<file path="src/rtl/mem_arb_pkg.sv">
// Shared types and constants for the fetch/data memory arbiter.
package mem_arb_pkg;

  typedef enum logic [1:0] {
    IDLE   = 2'd0,
    WAIT_I = 2'd1,
    WAIT_D = 2'd2,
    DONE   = 2'd3
  } arb_state_t;

  // Read data returned to the owner when the memory never acknowledges.
  localparam logic [31:0] POISON = 32'hDEADBEEF;

  localparam int TIMEOUT_DEF = 16;

endpackage

</file>
<file path="src/rtl/arb_watchdog.sv">
// Counts wait cycles of an outstanding memory command; flags expiry on the last allowed cycle.
// Only instantiated when ARB_TIMEOUT_EN is defined.
module arb_watchdog
  import mem_arb_pkg::*;
#(
  parameter int TIMEOUT = TIMEOUT_DEF
) (
  input  logic CLK,
  input  logic CLR,
  input  logic active,
  input  logic ack,
  output logic expired
);

  localparam int CW = $clog2(TIMEOUT + 1);

  logic [CW-1:0] cnt;

  // Every wait period is entered from a non-waiting state, so clearing while idle
  // gives a fresh count on each entry.
  always_ff @(posedge CLK or negedge CLR) begin
    if (!CLR) begin
      cnt <= '0;
    end else if (!active) begin
      cnt <= '0;
    end else if (!ack) begin
      cnt <= cnt + 1'b1;
    end
  end

  assign expired = active & ~ack & (cnt == CW'(TIMEOUT - 1));

endmodule

</file>
<file path="src/rtl/mem_arbiter.sv">
// Arbitrates fetch and data requesters onto one single-port memory; data wins ties, 3-cycle minimum latency.
// Build with ARB_TIMEOUT_EN to add the wait watchdog and sticky err; otherwise mem_ack is awaited forever.
module mem_arbiter
  import mem_arb_pkg::*;
#(
  parameter int ADDR_W  = 32,
  parameter int DATA_W  = 32,
  parameter int TIMEOUT = TIMEOUT_DEF
) (
  input  logic              CLK,
  input  logic              CLR,
  input  logic              i_req,
  input  logic [ADDR_W-1:0] i_addr,
  output logic              i_done,
  output logic [DATA_W-1:0] i_rdata,
  input  logic              d_req,
  input  logic              d_we,
  input  logic [ADDR_W-1:0] d_addr,
  input  logic [DATA_W-1:0] d_wdata,
  output logic              d_done,
  output logic [DATA_W-1:0] d_rdata,
  output logic              mem_req,
  output logic              mem_we,
  output logic [ADDR_W-1:0] mem_addr,
  output logic [DATA_W-1:0] mem_wdata,
  input  logic              mem_ack,
  input  logic [DATA_W-1:0] mem_rdata,
  output logic              stall_f,
  output logic              stall_m,
  output logic              err
);

  localparam logic [DATA_W-1:0] POISON_W = DATA_W'(POISON);

  if (TIMEOUT < 1) begin : g_timeout_chk
    $error("mem_arbiter: TIMEOUT must be at least 1");
  end

  arb_state_t state, state_nxt;
  logic       owner_d;
  logic       timeout;

  always_comb begin
    state_nxt = state;
    case (state)
      IDLE: begin
        if (d_req) begin
          state_nxt = WAIT_D;
        end else if (i_req) begin
          state_nxt = WAIT_I;
        end
      end
      WAIT_I, WAIT_D: begin
        if (mem_ack || timeout) begin
          state_nxt = DONE;
        end
      end
      DONE:    state_nxt = IDLE;
      default: state_nxt = IDLE;
    endcase
  end

  always_ff @(posedge CLK or negedge CLR) begin
    if (!CLR) begin
      state <= IDLE;
    end else begin
      state <= state_nxt;
    end
  end

  // Command fields are latched once when leaving IDLE and held for the whole wait.
  always_ff @(posedge CLK or negedge CLR) begin
    if (!CLR) begin
      owner_d   <= 1'b0;
      mem_we    <= 1'b0;
      mem_addr  <= '0;
      mem_wdata <= '0;
    end else if (state == IDLE) begin
      if (d_req) begin
        owner_d   <= 1'b1;
        mem_we    <= d_we;
        mem_addr  <= d_addr;
        mem_wdata <= d_wdata;
      end else if (i_req) begin
        owner_d   <= 1'b0;
        mem_we    <= 1'b0;
        mem_addr  <= i_addr;
        mem_wdata <= '0;
      end
    end
  end

  always_ff @(posedge CLK or negedge CLR) begin
    if (!CLR) begin
      i_rdata <= '0;
      d_rdata <= '0;
    end else begin
      if (state == WAIT_I) begin
        if (mem_ack) begin
          i_rdata <= mem_rdata;
        end else if (timeout) begin
          i_rdata <= POISON_W;
        end
      end
      // A write acknowledgement carries no useful data, so d_rdata keeps its last read.
      if (state == WAIT_D) begin
        if (mem_ack) begin
          if (!mem_we) begin
            d_rdata <= mem_rdata;
          end
        end else if (timeout) begin
          d_rdata <= POISON_W;
        end
      end
    end
  end

  assign mem_req = (state == WAIT_I) || (state == WAIT_D);
  assign i_done  = (state == DONE) && !owner_d;
  assign d_done  = (state == DONE) && owner_d;
  assign stall_f = i_req & ~i_done;
  assign stall_m = d_req & ~d_done;

`ifdef ARB_TIMEOUT_EN
  logic err_q;

  arb_watchdog #(
    .TIMEOUT (TIMEOUT)
  ) u_watchdog (
    .CLK     (CLK),
    .CLR     (CLR),
    .active  (mem_req),
    .ack     (mem_ack),
    .expired (timeout)
  );

  always_ff @(posedge CLK or negedge CLR) begin
    if (!CLR) begin
      err_q <= 1'b0;
    end else if (timeout) begin
      err_q <= 1'b1;
    end
  end

  assign err = err_q;
`else
  assign timeout = 1'b0;
  assign err     = 1'b0;
`endif

endmodule

</file>
<file path="config.mk">
export PLATFORM = sky130hd
export DESIGN_NAME = mem_arbiter
export DESIGN_NICKNAME = d
export VERILOG_FILES = /design/src/rtl/mem_arb_pkg.sv /design/src/rtl/arb_watchdog.sv /design/src/rtl/mem_arbiter.sv
export SDC_FILE = /design/constraint.sdc
export NUM_CORES = 1
export LEC_CHECK = 0
export ABC_AREA = 1
export ABC_CLOCK_PERIOD_IN_PS = 1600
export CORE_UTILIZATION = 41
export DETAILED_ROUTE_END_ITERATION = 16
export PLACE_DENSITY = 0.78
export RECOVER_POWER = 25
export SETUP_SLACK_MARGIN = 0.2
export SYNTH_ARGS = -nofsm -noshare
export SYNTH_HDL_FRONTEND = slang
export SYNTH_SLANG_ARGS = --single-unit
</file>
<file path="constraint.sdc">
create_clock -name CLK -period 1.6 [get_ports CLK]
set_input_delay 0.16 -clock CLK [delete_from_list [all_inputs] [get_ports CLK]]
set_output_delay 0.16 -clock CLK [all_outputs]
set_load 0.005 [all_outputs]
</file>
# Word level (Yosys, flattened, before mapping)
# Index checks and enable logic that the tools add are counted.
# totals
register_bits,132
in_bits,134
output_inout_bits,135
wordCells,39
# classes
n_eq_ne,5
mux,11
bitwise_logic,5
n_reduce_logical,11
# op_table
operator,n
$mux W32,4
$mux W2,3
$pmux W2 S3,1
$reduce_and A2 Y1,3
$eq A2 B2 Y1 const B,2
$mux W1,3
$ne A3 B3 Y1 const B,1
$not A1 Y1,3
$reduce_and A3 Y1,1
$and A1 B1 Y1,2
$eq A2 B1 Y1 const B,1
$logic_and A1 B1 Y1,2
$logic_not A2 Y1,1
$ne A2 B2 Y1 const B,1
$reduce_bool A2 Y1,1
$reduce_or A2 Y1,1
$logic_not A1 Y1,1
$logic_or A1 B1 Y1,1

# Logic depth before layout (Yosys ltp)
# depth
depth_word,4
mapped_depth,8

# Worst setup path after synthesis
# Ideal clock, no wire load.
# synth_timing
path_type,reg-to-reg
start,register state[0]
end,register mem_addr[0]
arrival_ps,1252
required_time_ps,1484
setup_slack_ps,232
path_stages_with_launch,9
path_buffers,3
period_less_slack_ps,1368
cell_sequence,dfrtp_1 -> inv_1 -> ha_1 -> buf_2 -> o21ai_2 -> buf_4 -> buf_4 -> nand2_1 -> nand2_1
# synth_via
elab_chain_cells,2
# synth_lines
item,line_no,text
"start, declared",mem_arbiter.sv:39,"arb_state_t state, state_nxt;"
"start signal, assigned",mem_arbiter.sv:67,state <= state_nxt;
$logic_not A2 Y1,mem_arbiter.sv:78,end else if (state == IDLE) begin
$reduce_and A2 Y1 (no source line),-,
"end signal, assigned",mem_arbiter.sv:82,mem_addr <= d_addr;
"end signal, assigned",mem_arbiter.sv:87,mem_addr <= i_addr;
"end, declared",mem_arbiter.sv:24,"output logic [ADDR_W-1:0] mem_addr,"
# No other way between the ends.
# A chain may end at the register's enable or synchronous reset.

# Worst setup path after layout
# layout_timing
start,register state[0]
end,output stall_f
# layout_via
elab_chain_cells,4
# layout_lines
item,line_no,text
$eq A2 B2 Y1,mem_arbiter.sv:119,assign i_done = (state == DONE) && !owner_d;
$logic_and A1 B1 Y1,mem_arbiter.sv:119,
$not A1 Y1,mem_arbiter.sv:121,assign stall_f = i_req & ~i_done;
$and A1 B1 Y1,mem_arbiter.sv:121,
"end, declared",mem_arbiter.sv:28,"output logic stall_f,"
# No other way between the ends.

==> results.txt <==
DR vias = 5391
Cells after Synth = 661
GP Congestion = 0.7688
first-pass GRT wire length = 25890 um
share of cells above drive strength 1 = 9.928%
Startpoint Class = register
Clk Latency, worst-skew pair = 410 ps
Post-synth EDFFs = 0
Worst-Margin Slew = 786.2 ps
core area = 0.01288 mm2
beginning of the worst register-to-register path = state[0]
Die Y = 117.9 um
status = complete, no violations
area leader, netlist = dfrtp_1
Synth top area share = 59.95%
pwr dens = 1752 mW/mm2
CTS sink cnt = 132
TritonCTS clock tree = yes
Routed Antenna Nets = 0
DR pass1 iterations = 5
post-synthesis register bit count = 132
clock tree buffer depth = 2
initial antenna violation count = 0
GR Util All Layers = 23.80%
post-synthesis cell area = 0.005510 mm2
CP cell instances = ha_2, buf_6, inv_4, nor2_2, nor2_1, buf_2
final hold violation count = 0
max_cap viols = 0
largest net degree at the start of global routing = 65
Synth warnings = 0
post-place setup slack = 103.4 ps
grt total ovfl = 0
register area share after synthesis = 59.95%
Area Overhead vs Synth = 67.60%
Die ar. = 0.01391 mm2
Max Freq = 643.2 MHz
Worst Min Path Start = d_req
DIE WIDTH = 117.9 um
CP max-delay cell = dfrtp_1
DP Area = 0.008411 mm2
Critical Path RT = 1440 ps
RSZ-0062 raised after global routing = yes
Ports = 269
wire per inst = 15.65 um
vias in the first global route = 5164
Netlist cell types = 14
Clk pin slew, worst setup/hold paths = 60 ps
Hold Crit Class = in2reg
row count = 41
Post-synth ARST share = 100.0%
R2R Setup Slk = 210 ps
crit path from = state[0]
final setup violation count = 0
CP Max Fanout = 2
average vias per placed instance = 4.733
Slew Limit Fails = 0
syn nets = 800
initial drt markers = 348
Final Skew = 6.438 ps
Initial Util = 42.79%
Mapped Avg Cell Area = 8.336 um2
ranking of synthesized cells by area = dfrtp_1 (60%), nand2_1 (23%), o21ai_0 (5.8%)
most instantiated library cell after synthesis = nand2_1
Nets = 1093
fin area = 0.009235 mm2
post-route minimum period = 1555 ps
Final HPWL DP = 11210 um
Residual DRC = 0
critical path class = reg2out
fin cells = 1139
Ant. Diodes = 0
Crit path largest cell delay = 380 ps
crit share post-route = 97.17%
top_reg_cell synth = dfrtp_1
setup ws final = 45.27 ps
CP Buf/Inv Count = 3
Cells after DPL = 1079
most instantiated cells after synthesis = nand2_1 (338), dfrtp_1 (132), o21ai_0 (64), inv_1 (41), nand3_1 (33)
cts bufs inserted = 17
maximum VDD drop = 945.3 uV
Pleak = 5.044 nW
DRT Wirelength = 17830 um
root buffer cell = clkbuf_16
headroom to the max-slew limit = 47.59%
Worst Setup End Kind = output pin
top cell family by delay on the critical path = flip-flops
Port-buffer cells = 267
worst path arrival time = 1390 ps
H-tree level count = 4
## cell usage in the layout, fill, tap and decap left out, types with 2 or more instances in the layout
cell type,instances
buf_8,2
bufinv_16,3
dlygate4sd2_1,129
nand2_2,3
buf_12,4
inv_1,38
buf_6,7
nand2_1,333
o21ai_0,50
inv_4,3
clkbuf_8,3
clkbuf_16,23
buf_4,22
o21ai_1,15
dfrtp_1,132
nand3_1,33
inv_2,2
clkdlybuf4s50_1,131
nor2_1,4
buf_2,6
ha_4,3
clkbuf_2,3
clkbuf_1,3
clkinv_2,4
## cell type report
cell class              count  area (um2)
fillers                  1034        3641
well taps                 172       215.2
repair buffers            311        3000
inverters                  43       168.9
multi-input cells         449        1943
flip-flops and latches    132        3303
clock inverters             9       126.4
clock buffers              23       478.0
## power by group
group          total (mW)  switching, mW  internal, mW  leakage, nW
registers            5.61          0.772          4.84         1.66
clock network        3.94           1.38          2.56        0.297
logic                6.62           3.28          3.34         3.08
total                16.2           5.43          10.7         5.04
## metrics by stage
step           util [%]  hold slack (ps)  total power [mW]  TNS [ps]
3_3_place_gp      65.32            140.6             12.19         0
6_report          71.72            203.2             16.18         0
3_5_place_dp      65.32            134.9             12.36         0
5_1_grt           71.72            209.4             17.24    -545.1
2_1_floorplan         -           -135.6             8.080         0
4_1_cts           69.49            191.1             15.53         0
## metal layers
layer  wire (um)  global-route usage [%]  vias up
li1            -                       -     2631
met1        7227                   28.09     2511
met2        9021                   39.82      205
met3         973                   6.250       44
met4         609                   12.26        0
met5           0                       0        -
## final timing paths
kind                                 end  depth (start not counted)
min                          mem_addr[2]                          5
max                              stall_f                          6
min in group asynchronous     d_rdata[4]                          2
max reg2reg                  i_rdata[29]                          7
min reg2reg                mem_wdata[26]                          2
max in group asynchronous   mem_addr[30]                          3
## sequential cells by signal, indices dropped and copies added, names as in the netlist
| signal | cells |
|---|---|
| i_rdata | 32 |
| d_rdata | 32 |
| mem_addr | 32 |
| mem_we | 1 |
| state | 2 |
| mem_wdata | 32 |
| owner_d | 1 |
## cells by family after synthesis
family	share of synthesized area, %
adder cells (fa/ha/maj)	1.135
flip-flops	59.95
AO/OA/AOI/OAI	6.154
other	0.06805
AND/OR/NAND/NOR	26.36
buffers and inverters	6.335
## worst reg2reg max path, delay by kind of cell (launching register included)
family | cells | cell delay (ps)
buffers and inverters | 3 | 470
and+or+nand+nor | 2 | 190
DFF | 1 | 380
adders and majority gates | 1 | 170
AOI/OAI and AO/OA | 1 | 80
## what timing repair did
item | in CTS | in global routing
hold buffers | 1 | 0
gates cloned | 0 | 12
pin swaps | 2 | 3
hold endpoints to repair | 27 | 0
endpoints found under the setup margin | 159 | 73
resized for setup | 158 | 30
setup buffers | 11 | 4
Power figures use the tool's default switching activity.
